$ cat config.mk
export PLATFORM = sky130hd
export DESIGN_NAME = dma_request_gen_flat
export DESIGN_NICKNAME = d
export VERILOG_FILES = /design/src/rtl/dma_request_gen_if.sv /design/src/rtl/dma_request_gen.sv /design/src/flat_wrapper.sv
export SDC_FILE = /design/constraint.sdc
export NUM_CORES = 1
export LEC_CHECK = 0
export ABC_CLOCK_PERIOD_IN_PS = 4720
export BUFFER_PORTS_ARGS = -buffer_cell sky130_fd_sc_hd__buf_2
export CAP_MARGIN = 10
export CORE_UTILIZATION = 40
export DETAILED_ROUTE_END_ITERATION = 7
export GPL_ROUTABILITY_DRIVEN = 0
export HOLD_SLACK_MARGIN = 0.08
export PLACE_DENSITY = 0.62
export SETUP_SLACK_MARGIN = 0.5
export SLEW_MARGIN = 20
export SYNTH_ARGS = -nofsm -noshare
export SYNTH_HDL_FRONTEND = slang
export SYNTH_SLANG_ARGS = --single-unit
export TNS_END_PERCENT = 20
$ cat constraint.sdc
create_clock -name clock -period 4.72 [get_ports clock]
set_input_delay 0.472 -clock clock [delete_from_list [all_inputs] [get_ports clock]]
set_output_delay 0.472 -clock clock [all_outputs]
set_load 0.1 [all_outputs]
$ cat src/rtl/dma_request_gen_if.sv
// Request/acknowledge bundle between request sources, the conditioner and the bus arbiter.
// The master side drives sources, controls and DACK; the slave side is the conditioner.
interface dma_request_gen_if #(
  parameter int CHANNELS = 4,
  parameter int PEND_W   = 2
);
  logic [CHANNELS-1:0]        source;
  logic [CHANNELS-1:0]        mode_edge;
  logic [CHANNELS-1:0]        channel_enable;
  logic [CHANNELS-1:0]        dma_acknowledge_n;
  logic [CHANNELS-1:0]        overflow_clear;
  logic [CHANNELS-1:0]        dma_request;
  logic [CHANNELS*PEND_W-1:0] pending_count;
  logic [CHANNELS-1:0]        overflow;

  modport master (
    output source, mode_edge, channel_enable, dma_acknowledge_n, overflow_clear,
    input  dma_request, pending_count, overflow
  );

  modport slave (
    input  source, mode_edge, channel_enable, dma_acknowledge_n, overflow_clear,
    output dma_request, pending_count, overflow
  );
endinterface

$ cat src/rtl/dma_request_gen.sv
// Per-channel DMA request conditioner: rising edges are counted into a saturating
// pending counter (edge mode) or the source is passed straight through (level mode).
module dma_request_gen #(
  parameter int CHANNELS    = 4,
  parameter int PEND_W      = 2,
  parameter int SYNC_STAGES = 0
) (
  input  logic             clock,
  input  logic             reset,
  dma_request_gen_if.slave bus
);

  localparam logic [PEND_W-1:0] MaxPend = '1;

  logic [CHANNELS-1:0] w_srcS;
  logic [CHANNELS-1:0] w_rise;
  logic [CHANNELS-1:0] w_ackStart;
  logic [CHANNELS-1:0] w_modeChange;
  logic [CHANNELS-1:0] w_ack;
  logic [CHANNELS-1:0] w_ovfSet;
  logic [CHANNELS-1:0] w_requestNext;
  logic [CHANNELS-1:0] w_overflowNext;
  logic [PEND_W-1:0]   w_pendingNext [CHANNELS];
  logic [CHANNELS*PEND_W-1:0] w_pendFlat;

  logic [CHANNELS-1:0] r_prevSrc;
  logic [CHANNELS-1:0] r_prevDack;
  logic [CHANNELS-1:0] r_prevMode;
  logic [CHANNELS-1:0] r_request;
  logic [CHANNELS-1:0] r_overflow;
  logic [PEND_W-1:0]   r_pending [CHANNELS];

  generate
    if (SYNC_STAGES == 0) begin : g_noSync
      assign w_srcS = bus.source;
    end else begin : g_sync
      logic [CHANNELS-1:0] r_sync [SYNC_STAGES];
      always_ff @(posedge clock) begin
        if (reset) begin
          for (int s = 0; s < SYNC_STAGES; s++) r_sync[s] <= '0;
        end else begin
          r_sync[0] <= bus.source;
          for (int s = 1; s < SYNC_STAGES; s++) r_sync[s] <= r_sync[s-1];
        end
      end
      assign w_srcS = r_sync[SYNC_STAGES-1];
    end
  endgenerate

  // prev registers reset high so a level already asserted at reset is not an event
  assign w_rise       = w_srcS & ~r_prevSrc;
  assign w_ackStart   = ~bus.dma_acknowledge_n & r_prevDack;
  assign w_modeChange = bus.mode_edge ^ r_prevMode;

  always_comb begin
    w_ack          = '0;
    w_ovfSet       = '0;
    w_requestNext  = '0;
    w_overflowNext = r_overflow;
    for (int n = 0; n < CHANNELS; n++) begin
      w_pendingNext[n] = '0;
      w_ack[n] = w_ackStart[n] & (r_pending[n] != '0);
      if (bus.channel_enable[n] && !w_modeChange[n]) begin
        if (bus.mode_edge[n]) begin
          if (w_rise[n] && !w_ack[n]) begin
            if (r_pending[n] == MaxPend) begin
              w_pendingNext[n] = MaxPend;
              w_ovfSet[n]      = 1'b1;
            end else begin
              w_pendingNext[n] = r_pending[n] + PEND_W'(1);
            end
          end else if (!w_rise[n] && w_ack[n]) begin
            w_pendingNext[n] = r_pending[n] - PEND_W'(1);
          end else begin
            w_pendingNext[n] = r_pending[n];
          end
          w_requestNext[n] = (w_pendingNext[n] != '0) & bus.dma_acknowledge_n[n];
        end else begin
          w_requestNext[n] = w_srcS[n];
        end
      end
      // a coincident saturation edge beats the clear pulse
      w_overflowNext[n] = w_ovfSet[n] | (r_overflow[n] & ~bus.overflow_clear[n]);
    end
  end

  always_ff @(posedge clock) begin
    if (reset) begin
      r_prevSrc  <= '1;
      r_prevDack <= '1;
      r_prevMode <= bus.mode_edge;
      r_request  <= '0;
      r_overflow <= '0;
      for (int n = 0; n < CHANNELS; n++) r_pending[n] <= '0;
    end else begin
      r_prevSrc  <= w_srcS;
      r_prevDack <= bus.dma_acknowledge_n;
      r_prevMode <= bus.mode_edge;
      r_request  <= w_requestNext;
      r_overflow <= w_overflowNext;
      for (int n = 0; n < CHANNELS; n++) r_pending[n] <= w_pendingNext[n];
    end
  end

  always_comb begin
    w_pendFlat = '0;
    for (int n = 0; n < CHANNELS; n++) w_pendFlat[n*PEND_W +: PEND_W] = r_pending[n];
  end

  assign bus.dma_request   = r_request;
  assign bus.overflow      = r_overflow;
  assign bus.pending_count = w_pendFlat;

endmodule

$ cat src/flat_wrapper.sv
// flat-port wrapper written by rule: the top's interface ports become plain ports
module dma_request_gen_flat 
#(
  parameter int CHANNELS    = 4,
  parameter int PEND_W      = 2,
  parameter int SYNC_STAGES = 0
)
  (clock, reset, bus_source, bus_mode_edge, bus_channel_enable, bus_dma_acknowledge_n, bus_overflow_clear, bus_dma_request, bus_pending_count, bus_overflow);
  dma_request_gen_if #(.CHANNELS(CHANNELS), .PEND_W(PEND_W)) bus_i ();
  input  logic clock;
  input  logic reset;
  input wire logic [$bits(bus_i.source)-1:0] bus_source;
  input wire logic [$bits(bus_i.mode_edge)-1:0] bus_mode_edge;
  input wire logic [$bits(bus_i.channel_enable)-1:0] bus_channel_enable;
  input wire logic [$bits(bus_i.dma_acknowledge_n)-1:0] bus_dma_acknowledge_n;
  input wire logic [$bits(bus_i.overflow_clear)-1:0] bus_overflow_clear;
  output wire logic [$bits(bus_i.dma_request)-1:0] bus_dma_request;
  output wire logic [$bits(bus_i.pending_count)-1:0] bus_pending_count;
  output wire logic [$bits(bus_i.overflow)-1:0] bus_overflow;
  assign bus_i.source = bus_source;
  assign bus_i.mode_edge = bus_mode_edge;
  assign bus_i.channel_enable = bus_channel_enable;
  assign bus_i.dma_acknowledge_n = bus_dma_acknowledge_n;
  assign bus_i.overflow_clear = bus_overflow_clear;
  assign bus_dma_request = bus_i.dma_request;
  assign bus_pending_count = bus_i.pending_count;
  assign bus_overflow = bus_i.overflow;
  dma_request_gen #(.CHANNELS(CHANNELS), .PEND_W(PEND_W), .SYNC_STAGES(SYNC_STAGES)) u_core (.clock(clock), .reset(reset), .bus(bus_i));
endmodule
# After elaboration in Yosys (flattened, before gate mapping)

Memory sizes are Yosys's and may differ from the RTL's.
Cells that the tools add are included.

Register bits: 20
RAM bits: 8
Bits of input ports: 22
Output and inout bits: 16
Word-level logic and storage cells: 145
Memories: 1

Add/sub/neg operators: 8
Equal/unequal tests: 4
Mux-type cells: 55
Bitwise operators: 33
Reduce and logical (&&, ||, !) cells: 36

Memory list:

| name             | depth | width | rd ports | clocked after memory_dff | wr ports | RTL line              | RTL |
|---|---|---|---|---|---|---|---|
| u_core.r_pending | 4     | 2     | 4        | 0                        | 4        | dma_request_gen.sv:31 | `logic [PEND_W-1:0] r_pending [CHANNELS];` |

Operators by type and width:

| operator                                         | count |
|---|---|
| two-way mux 2 bit                                | 32 |
| two-way mux 1 bit                                | 23 |
| nonzero test 2 bit                               | 8 |
| AND 1 bit                                        | 12 |
| logical AND 1 bit                                | 12 |
| zero test 1 bit                                  | 12 |
| adder 2 x 1 -> 2 bit, second input constant      | 4 |
| AND 4 bit                                        | 2 |
| equality test 2 bit, second input constant       | 4 |
| NOT 1 bit                                        | 8 |
| NOT 4 bit                                        | 2 |
| bitwise OR 1 bit                                 | 8 |
| OR reduction 2 bit                               | 4 |
| subtractor 2 x 1 -> 2 bit, second input constant | 4 |
| bitwise XOR 4 bit                                | 1 |

# Logic depth before layout (Yosys ltp)

Gate-level depths: netlist (run 1).

Word-level depth: 11
Gate-level depth with buffers: 7
Depth with buffers taken out: 7

# Worst setup path before layout (run 1)

Ideal clock, no wire load.

Path type: reg-to-reg
Start: memory u_core.r_pending[0][1]
End: register u_core.r_request[0], in the netlist u_core.bus.dma_request[0]
Library setup time: 59 ps
Arrival time: 2551 ps
Setup slack: 2110 ps
Stages on the path, launching flop included: 8
Path buffers: 0
Path through: dfxtp_1 inv_1 ha_1 nor3b_4 mux2_2 mux2_2 a21oi_1 a31o_1

RTL lines:

| what                 | RTL line              | RTL |
|---|---|---|
| start, declared      | dma_request_gen.sv:31 |  |
| end signal, assigned | dma_request_gen.sv:99 | `r_request <= w_requestNext;` |
| end, declared        | dma_request_gen.sv:29 | `logic [CHANNELS-1:0] r_request;` |

==> flow_summary.ini, run 1 <==
[outcome]
status = finished, final reports clean

[layout]
fin_nets = 231
utilization_pct = 51.0
diodes = 0
regArea_um2 = 561
multi_input_area_um2 = 821
layout_common_cells = buf_2 (37), dfxtp_1 (28), nand3_1 (17), ha_1 (16), inv_1 (14)
n_fill_cell = 336
stdcell_area_mm2 = 0.00173
syn_to_final_growth_pct = 20.3
drive_above_1_share_pct = 30.2
mostFrequentLayoutCell = buf_2

[yosys]
synth-seq-cells = 28
synth_nets = 190
synthCells = 152
avgSynthCellArea_um2 = 9.46
synth_cell_type_count = 29
synth.yosys.seq_area_share_pct = 39.0
synth.cell_area_mm2 = 0.00144
yosys_warnings = 0

[drt]
wl_per_cell_um = 11.8
drt-initial-drc-count = 47
drc = 0
num_vias = 1186
ant_nets = 0
routed_wl_um = 2800
viasPerCell = 4.98
first_pass_iters = 4

[hold_path]
hold_depth = 1
hold_path.class = primary input to flop

[worst_setup_path]
crit_fanout = 6
crit_top_cell = mux2_2
cp_top_family = multiplexers
criticalPathCategory = flop to flop
r2r_cells = 7
startpoint_type = flop
crit_chain = inv_1 > ha_1 > nor3b_4 > mux2_2 > mux2_2 > a21oi_1 > a31o_1
cp_num_cells = 7
critical_path_buf_inv_count = 1
arrival_ns = 2.24
critical_path.endpoint_type = flop
slowest_stage = dfxtp_1
critPathRequiredTime_ns = 4.99
critical_path.max_stage_delay_ns = 0.45

[sta]
slew_violations = 0
hold-worst-slack_ns = 0.258
fin_setup_tns_ns = 0
worst_pin_slew_ns = 0.498
final-setup-viol-count = 0
clock.fmax_mhz = 508
finalCritPeriodShare_pct = 41.7
fin_skew_ns = 0.0147
period_minus_slack_ns = 1.97
rsz0062_at_grt = no
slew_headroom_pct = 67.0
hold_viol = 0

[place]
placed_area_mm2 = 0.00168
hpwl_um = 2230
port_buffers = 37

[clocking]
cts_tree = built
cts_hold_buf = 0
clk_pin_slew_ns = 0.16
cts.sinks = 28
cts_setup_buffers = 0
ctsResizeCount = 0
clockRootBuffer = clkbuf_4
cts_buffer_depth = 2
htreeDepth = 1
cts_buffers = 3
clk_latency_ns = 0.32

[grt]
grt-ovfl-total = 0
antenna_found_initial = 0
grt_usage_pct = 15.3
grt_pass1_vias = 1028
grt_pass1_wl_um = 4350
grt_max_degree = 17

[power]
power_w = 0.000447
ir_drop_v = 0.000137
power.density_mw_per_mm2 = 258
p_leak_nw = 0.713

[floorplanning]
die_h_um = 62.0
row_count = 21
die_x_um = 62.0
ioPinCount = 38
start_util_pct = 42.4
die-area_mm2 = 0.00384
core-area_mm2 = 0.00339

[flow_run]
maxCapViolations = 0
[where the power goes]
group / leakage (nW) / internal (W) / switching (W)
Sequential: 0.230 / 0.000243 / 0.00000326
Combinational: 0.456 / 0.0000183 / 0.0000261
Clock: 0.0279 / 0.0000858 / 0.0000702
[metal layers]
layer	vias up	track usage [%]	routed length, µm
met5	-	0	0
met4	0	5.71	29
met3	4	3.11	133
met2	34	25.4	1320
met1	536	19.5	1320
li1	612	-	-
[synth_stat cells (all sizes together)]
master	count	share of area, %
mux2	3	2.3
and4b	1	0.70
or3b	2	1.4
nor3b	4	4.4
o221ai	5	3.0
dfxtp	28	39
a31o	3	1.8
nand2b	7	3.0
o21ai	1	0.35
or2	9	3.9
a31oi	1	0.44
inv	14	3.7
clkbuf	1	0.26
xnor2	3	1.8
nor2	11	2.9
nand4	4	1.7
o22ai	1	0.44
or3	1	0.44
nand3b	1	0.52
o32ai	3	1.8
nand2	3	0.78
a211oi	1	0.52
nor2b	8	3.5
nand3	17	5.9
ha	16	14
a21oi	2	0.70
nor3	2	0.70
[kinds of logic after synthesis]
family | Yosys count | synth area share, %
AO/OA/AOI/OAI | 17 | 9.14
XOR/XNOR | 3 | 1.83
adder cells (fa/ha/maj) | 16 | 13.9
buffers and inverters | 15 | 3.92
flip-flops | 28 | 39.0
multiplexers | 3 | 2.35
AND/OR/NAND/NOR | 70 | 29.9
[per-stage QoR]
step / worst slack (ns) / std cells
after floorplan: 2.11 / 152
after global placement: 2.83 / 234
after detailed placement: 2.76 / 234
after CTS: 2.73 / 238
after global routing: 2.62 / 238
final: 2.75 / 238
[worst reg2reg max path: stages (launching register included)]
cell     delay, ns
dfxtp_1       0.45
inv_1         0.09
ha_1          0.23
nor3b_4       0.30
mux2_2        0.37
mux2_2        0.27
a21oi_1       0.12
a31o_1        0.10
[sequential cells by signal, summed over array words and instances (netlist names)]
name	cells
u_core.r_prevMode	4
u_core.r_pending	8
u_core.r_prevDack	4
u_core.r_prevSrc	4
u_core.bus.dma_request	4
u_core.bus.overflow	4
[cell type report]
cell class | count | share of cell area [%]
clock buffers | 3 | 1.30
flip-flops and latches | 28 | 32.4
repair buffers | 37 | 10.7
multi-input cells | 109 | 47.5
inverters | 14 | 3.04
well taps | 46 | 3.33
clock inverters | 1 | 1.74
[worst paths after layout]
kind | startpoint | to | slack [ns]
max | u_core.r_pending[0][0] | u_core.bus.dma_request[0] | 2.75
min | bus_mode_edge[1] | u_core.r_prevMode[1] | 0.26
max reg2reg | u_core.r_pending[0][0] | u_core.bus.dma_request[0] | 2.75
min reg2reg | u_core.bus.overflow[3] | u_core.bus.overflow[3] | 0.49
Power figures use the tool's default switching activity.
==> run 2: changes to the inputs <==
--- a/config.mk
+++ b/config.mk
@@ -5,7 +5,7 @@
 export SDC_FILE = /design/constraint.sdc
 export NUM_CORES = 1
 export LEC_CHECK = 0
-export ABC_CLOCK_PERIOD_IN_PS = 4720
+export ABC_CLOCK_PERIOD_IN_PS = 1900
 export BUFFER_PORTS_ARGS = -buffer_cell sky130_fd_sc_hd__buf_2
 export CAP_MARGIN = 10
 export CORE_UTILIZATION = 40
==> constraint.sdc (replaced) <==
create_clock -name clock -period 1.9 [get_ports clock]
set_input_delay 0.19 -clock clock [delete_from_list [all_inputs] [get_ports clock]]
set_output_delay 0.19 -clock clock [all_outputs]
set_load 0.1 [all_outputs]
==> run 2 against run 1 <==
  * Count of clock-buffer cells in the layout rose by 1
  * Critical path type unchanged
  * Global-route usage rose by 2.4 points
  * Sequential power rose by 140%
  * Clock skew fell by 0.011 ns
  * Routed wire length rose by 11%
  * First-iteration DRC count fell by 30%
  * Setup slack got worse by 2.6 ns
  * Total power rose by 130%
  * Final cell count rose by 9.7%
==> flow_summary.ini, run 2 (synthesized netlist as in run 1, its figures left out) <==
[outcome]
status = finished, final reports clean

[grt]
grt_pass1_wl_um = 5010
grt_pass1_vias = 1218
grt_usage_pct = 17.7
grt_max_degree = 17
grt-ovfl-total = 0
antenna_found_initial = 0

[power]
power.density_mw_per_mm2 = 486
p_switching_w = 0.000252
switching_share_pct = 24.5
pwr-share-seq_pct = 58.5
comb_power_share_pct = 13.7
p_leak_nw = 0.872
p_int_w = 0.000776
ir_drop_v = 0.000378
p_clk_share_pct = 27.9
power_w = 0.00103

[layout]
diodes = 0
n_fill_cell = 294
top_register = u_core.r_pending
syn_to_final_growth_pct = 47.3
regArea_um2 = 591
fin_nets = 254
largest_reg_flops = 8
layout_common_cells = buf_2 (37), dfxtp_1 (20), nand3_1 (14), ha_1 (12), buf_4 (12)
drive_above_1_share_pct = 49.3
utilization_pct = 62.5
multi_input_area_um2 = 977
stdcell_area_mm2 = 0.00212
mostFrequentLayoutCell = buf_2

[worst_setup_path]
r2r_setup_slack_ns = 0.16
startpoint_type = flop
rr_startpoint = u_core.r_pending[0][0]
crit_fanout = 4
criticalPathCategory = flop to flop
critPathRequiredTime_ns = 2.18
cp-startpoint = u_core.r_pending[0][0]
r2r_cells = 8
rr_endpoint = u_core.bus.dma_request[0]
arrival_ns = 2.02
critical_path.endpoint_type = flop

[clocking]
clk_latency_ns = 0.32
cts_buffers = 3
clockRootBuffer = clkbuf_4
cts_buffer_depth = 2
clk_pin_slew_ns = 0.15
cts.sinks = 28
htreeDepth = 1
cts_tree = built

[drt]
drt-initial-drc-count = 33
wl_per_cell_um = 11.9
first_pass_iters = 4
ant_nets = 0
routed_wl_um = 3110
viasPerCell = 4.97
num_vias = 1297
drc = 0

[sta]
rsz0062_at_grt = yes
finalCritPeriodShare_pct = 91.8
fin_setup_tns_ns = 0
clock.fmax_mhz = 573
worst_pin_slew_ns = 0.490
slew_violations = 0
slew_headroom_pct = 67.6
final-setup-viol-count = 0
period_minus_slack_ns = 1.74
hold-worst-slack_ns = 0.108
hold_viol = 0
fin_skew_ns = 0.00347

[place]
placed_area_mm2 = 0.00177
port_buffers = 37
hpwl_um = 2330

[hold_path]
min_from = bus_source[2]
hold_path_end = u_core.r_prevSrc[2]
hold_depth = 2
hold_path.class = primary input to flop

[floorplanning]
start_util_pct = 42.4
die_h_um = 62.0
die-area_mm2 = 0.00384
core-area_mm2 = 0.00339
ioPinCount = 38
die_x_um = 62.0
row_count = 21

[flow_run]
maxCapViolations = 0
[run 2: routing by layer]
| layer | up-vias | share of wire (%) | track usage (%) |
|---|---|---|---|
| met2 | 29 | 52 | 32.7 |
| met5 | - | 0 | 0 |
| met3 | 2 | 3.0 | 2.48 |
| met4 | 0 | 0.42 | 4.44 |
| met1 | 604 | 44 | 21.3 |
| li1 | 662 | - | - |
[run 2: metrics by stage]
step,setup WS (ns),cells
floorplan,-0.0388,152
global placement,0.157,234
detailed placement,0.0956,234
CTS,0.167,253
global route,0.0995,261
finish,0.156,261
[run 2: layout make-up]
type | instances | area share [%]
Multi-Input combinational cell | 109 | 46.2
Sequential cell | 28 | 27.9
Timing Repair Buffer | 60 | 18.3
Inverter | 14 | 3.19
Tap cell | 46 | 2.72
Clock buffer | 4 | 1.71
[run 2: worst max-delay path by stage]
stage / slack, ns / cells past startpoint / end
floorplan: -0.04 / 7 / u_core.bus.dma_request[0]
global placement: 0.16 / 7 / u_core.bus.dma_request[0]
detailed placement: 0.1 / 7 / u_core.bus.dma_request[0]
CTS: 0.17 / 8 / u_core.bus.dma_request[0]
global route: 0.1 / 8 / u_core.bus.dma_request[0]
finish: 0.16 / 8 / u_core.bus.dma_request[0]
[run 2: what timing repair did]
item / CTS / global route
resized for setup: 12 / 12
endpoints found under the hold margin: 7 / 2
hold buffers: 7 / 2
endpoints found under the setup margin: 12 / 18
buffers inserted: 8 / 6
pin swaps: 6 / 6
[run 2: critical path, cell delays in order, from the launching register on]
cell and delay [ns]:
dfxtp_4 0.39, inv_4 0.04, ha_4 0.15, nor3b_4 0.21, buf_6 0.14, mux2_4 0.29
mux2_4 0.27, a21oi_2 0.11, a31o_1 0.10
[run 2: power groups by stage]
stage               logic (W)  clock network (W)  registers [W]
floorplan           0.0000506                  0       0.000632
global placement     0.000111                  0       0.000613
detailed placement   0.000115                  0       0.000614
CTS                  0.000135           0.000302       0.000601
global route         0.000154           0.000328       0.000604
finish               0.000141           0.000287       0.000601
==> run 3: changes to the inputs <==
--- a/config.mk
+++ b/config.mk
@@ -8,13 +8,14 @@
 export ABC_CLOCK_PERIOD_IN_PS = 1900
 export BUFFER_PORTS_ARGS = -buffer_cell sky130_fd_sc_hd__buf_2
 export CAP_MARGIN = 10
-export CORE_UTILIZATION = 40
+export CORE_UTILIZATION = 30
 export DETAILED_ROUTE_END_ITERATION = 7
 export GPL_ROUTABILITY_DRIVEN = 0
+export GPL_TIMING_DRIVEN = 0
 export HOLD_SLACK_MARGIN = 0.08
-export PLACE_DENSITY = 0.62
+export PLACE_DENSITY = 0.49
 export SETUP_SLACK_MARGIN = 0.5
-export SLEW_MARGIN = 20
+export SLEW_MARGIN = 15
 export SYNTH_ARGS = -nofsm -noshare
 export SYNTH_HDL_FRONTEND = slang
 export SYNTH_SLANG_ARGS = --single-unit
==> run 3 against run 2 <==
  * Critical endpoint unchanged
  * The flow now finishes with violations (DRC)
  * Sequential power is essentially flat
  * Design area increased by 0.59%
  * Sequential share of layout area shrank 0.16 points
  * Register-to-register slack gained 0.08 ns
  * Largest cell class unchanged
==> flow_summary.ini, run 3 (synthesized netlist as in run 1, its figures left out) <==
[layout]
fin_nets = 255
diodes = 0
top_register = u_core.r_pending
regArea_um2 = 591
drive_above_1_share_pct = 51.6
largest_reg_flops = 8
layout_common_cells = buf_2 (37), dfxtp_1 (20), buf_4 (17), nand3_1 (14), ha_1 (12)
mostFrequentLayoutCell = buf_2
syn_to_final_growth_pct = 48.1
utilization_pct = 47.6
multi_input_area_um2 = 985
n_fill_cell = 421

[clocking]
cts_buffer_depth = 2
htreeDepth = 1
cts.sinks = 28
clk_latency_ns = 0.26
clk_pin_slew_ns = 0.09
clockRootBuffer = clkbuf_8
cts_tree = built
cts_buffers = 3

[worst_setup_path]
r2r_cells = 7
startpoint_type = flop
r2r_setup_slack_ns = 0.23
arrival_ns = 1.88
critPathRequiredTime_ns = 2.11
crit_fanout = 5
critical_path.endpoint_type = flop
criticalPathCategory = flop to flop

[drt]
first_pass_iters = 5
num_vias = 1299
drc = 3
wl_per_cell_um = 12.9
drt-initial-drc-count = 27
ant_nets = 0
routed_wl_um = 3460
viasPerCell = 4.87

[floorplanning]
die_x_um = 71.2
core-area_mm2 = 0.00447
die-area_mm2 = 0.00507
ioPinCount = 38
die_h_um = 71.2
row_count = 24
start_util_pct = 32.1

[place]
port_buffers = 37
hpwl_um = 2460

[sta]
rsz0062_at_grt = yes
period_minus_slack_ns = 1.67
final-setup-viol-count = 0
clock.fmax_mhz = 600
fin_setup_tns_ns = 0
worst_pin_slew_ns = 0.491
hold_viol = 0
slew_headroom_pct = 67.5
fin_skew_ns = 0.000670
slew_violations = 0
finalCritPeriodShare_pct = 87.8

[grt]
grt-ovfl-total = 0
grt_max_degree = 15
grt_pass1_wl_um = 5820
antenna_found_initial = 0
grt_usage_pct = 14.4
grt_pass1_vias = 1401

[hold_path]
hold_path.class = primary input to flop
hold_depth = 2

[power]
power.density_mw_per_mm2 = 496
ir_drop_v = 0.000249
p_leak_nw = 0.892

[outcome]
failed_checks = DRC
status = finished, violations left

[flow_run]
maxCapViolations = 0
[run 3: cell types whose count changed in the layout (fill, tap and decap cells not counted), moves of 2 or more]
cell	before	now
dlygate4sd3_1	9	5
clkbuf_8	1	3
o221ai_2	3	5
clkbuf_4	3	0
buf_4	12	17
[run 3: stage by stage]
stage          setup WS, ns  cells  cell area (µm²)  total power (W)  hold WS, ns
6_report              0.233    267             2130          0.00106       0.0924
4_1_cts               0.224    260             2010          0.00106       0.0858
5_1_grt               0.144    267             2130          0.00111       0.0837
3_3_place_gp          0.106    241             1790         0.000727        0.328
2_1_floorplan       -0.0388    152             1540         0.000682        0.218
3_5_place_dp          0.103    241             1790         0.000731        0.331
[run 3: what timing repair did]
item                                    in CTS  in global routing
pin swaps                                   10                 10
resized for setup                           12                 14
hold buffers                                 4                  1
hold endpoints to repair                     4                  1
endpoints found under the setup margin      11                 16
buffers inserted                            12                  6
[run 3: layer usage]
metal,track usage [%],vias to the layer above,part of all wire (%)
met4,5.78,0,0.75
met3,2.81,4,3.5
li1,-,654,-
met2,26.7,26,51
met1,16.0,615,44
met5,0,-,0
[run 3: critical path: stages, from the launching register on]
cell and delay [ns]:
dfxtp_4 0.37, inv_4 0.05, ha_4 0.15, nor3b_4 0.24, mux2_4 0.32, mux2_4 0.28, a21oi_2 0.11, a31o_1 0.10
[run 3: final cells by class]
class | count | area share (%)
Buffer | 1 | 0.176
Tap cell | 52 | 3.06
Clock buffer | 3 | 1.94
Sequential cell | 28 | 27.7
Timing Repair Buffer | 60 | 17.6
Multi-Input combinational cell | 109 | 46.2
Inverter | 14 | 3.29
[run 3: where the power goes]
part | total [W] | internal (W) | switching [W]
clock | 0.000315 | 0.000142 | 0.000173
combinational | 0.000140 | 0.0000635 | 0.0000767
sequential | 0.000600 | 0.000592 | 0.00000810
[run 3: path summary, 6_finish.rpt]
check | endpoint | startpoint
min reg2reg | u_core.bus.overflow[3] | u_core.bus.overflow[3]
max | u_core.bus.dma_request[0] | u_core.r_pending[0][1]
max reg2reg | u_core.bus.dma_request[0] | u_core.r_pending[0][1]
min | u_core.bus.overflow[0] | bus_overflow_clear[0]
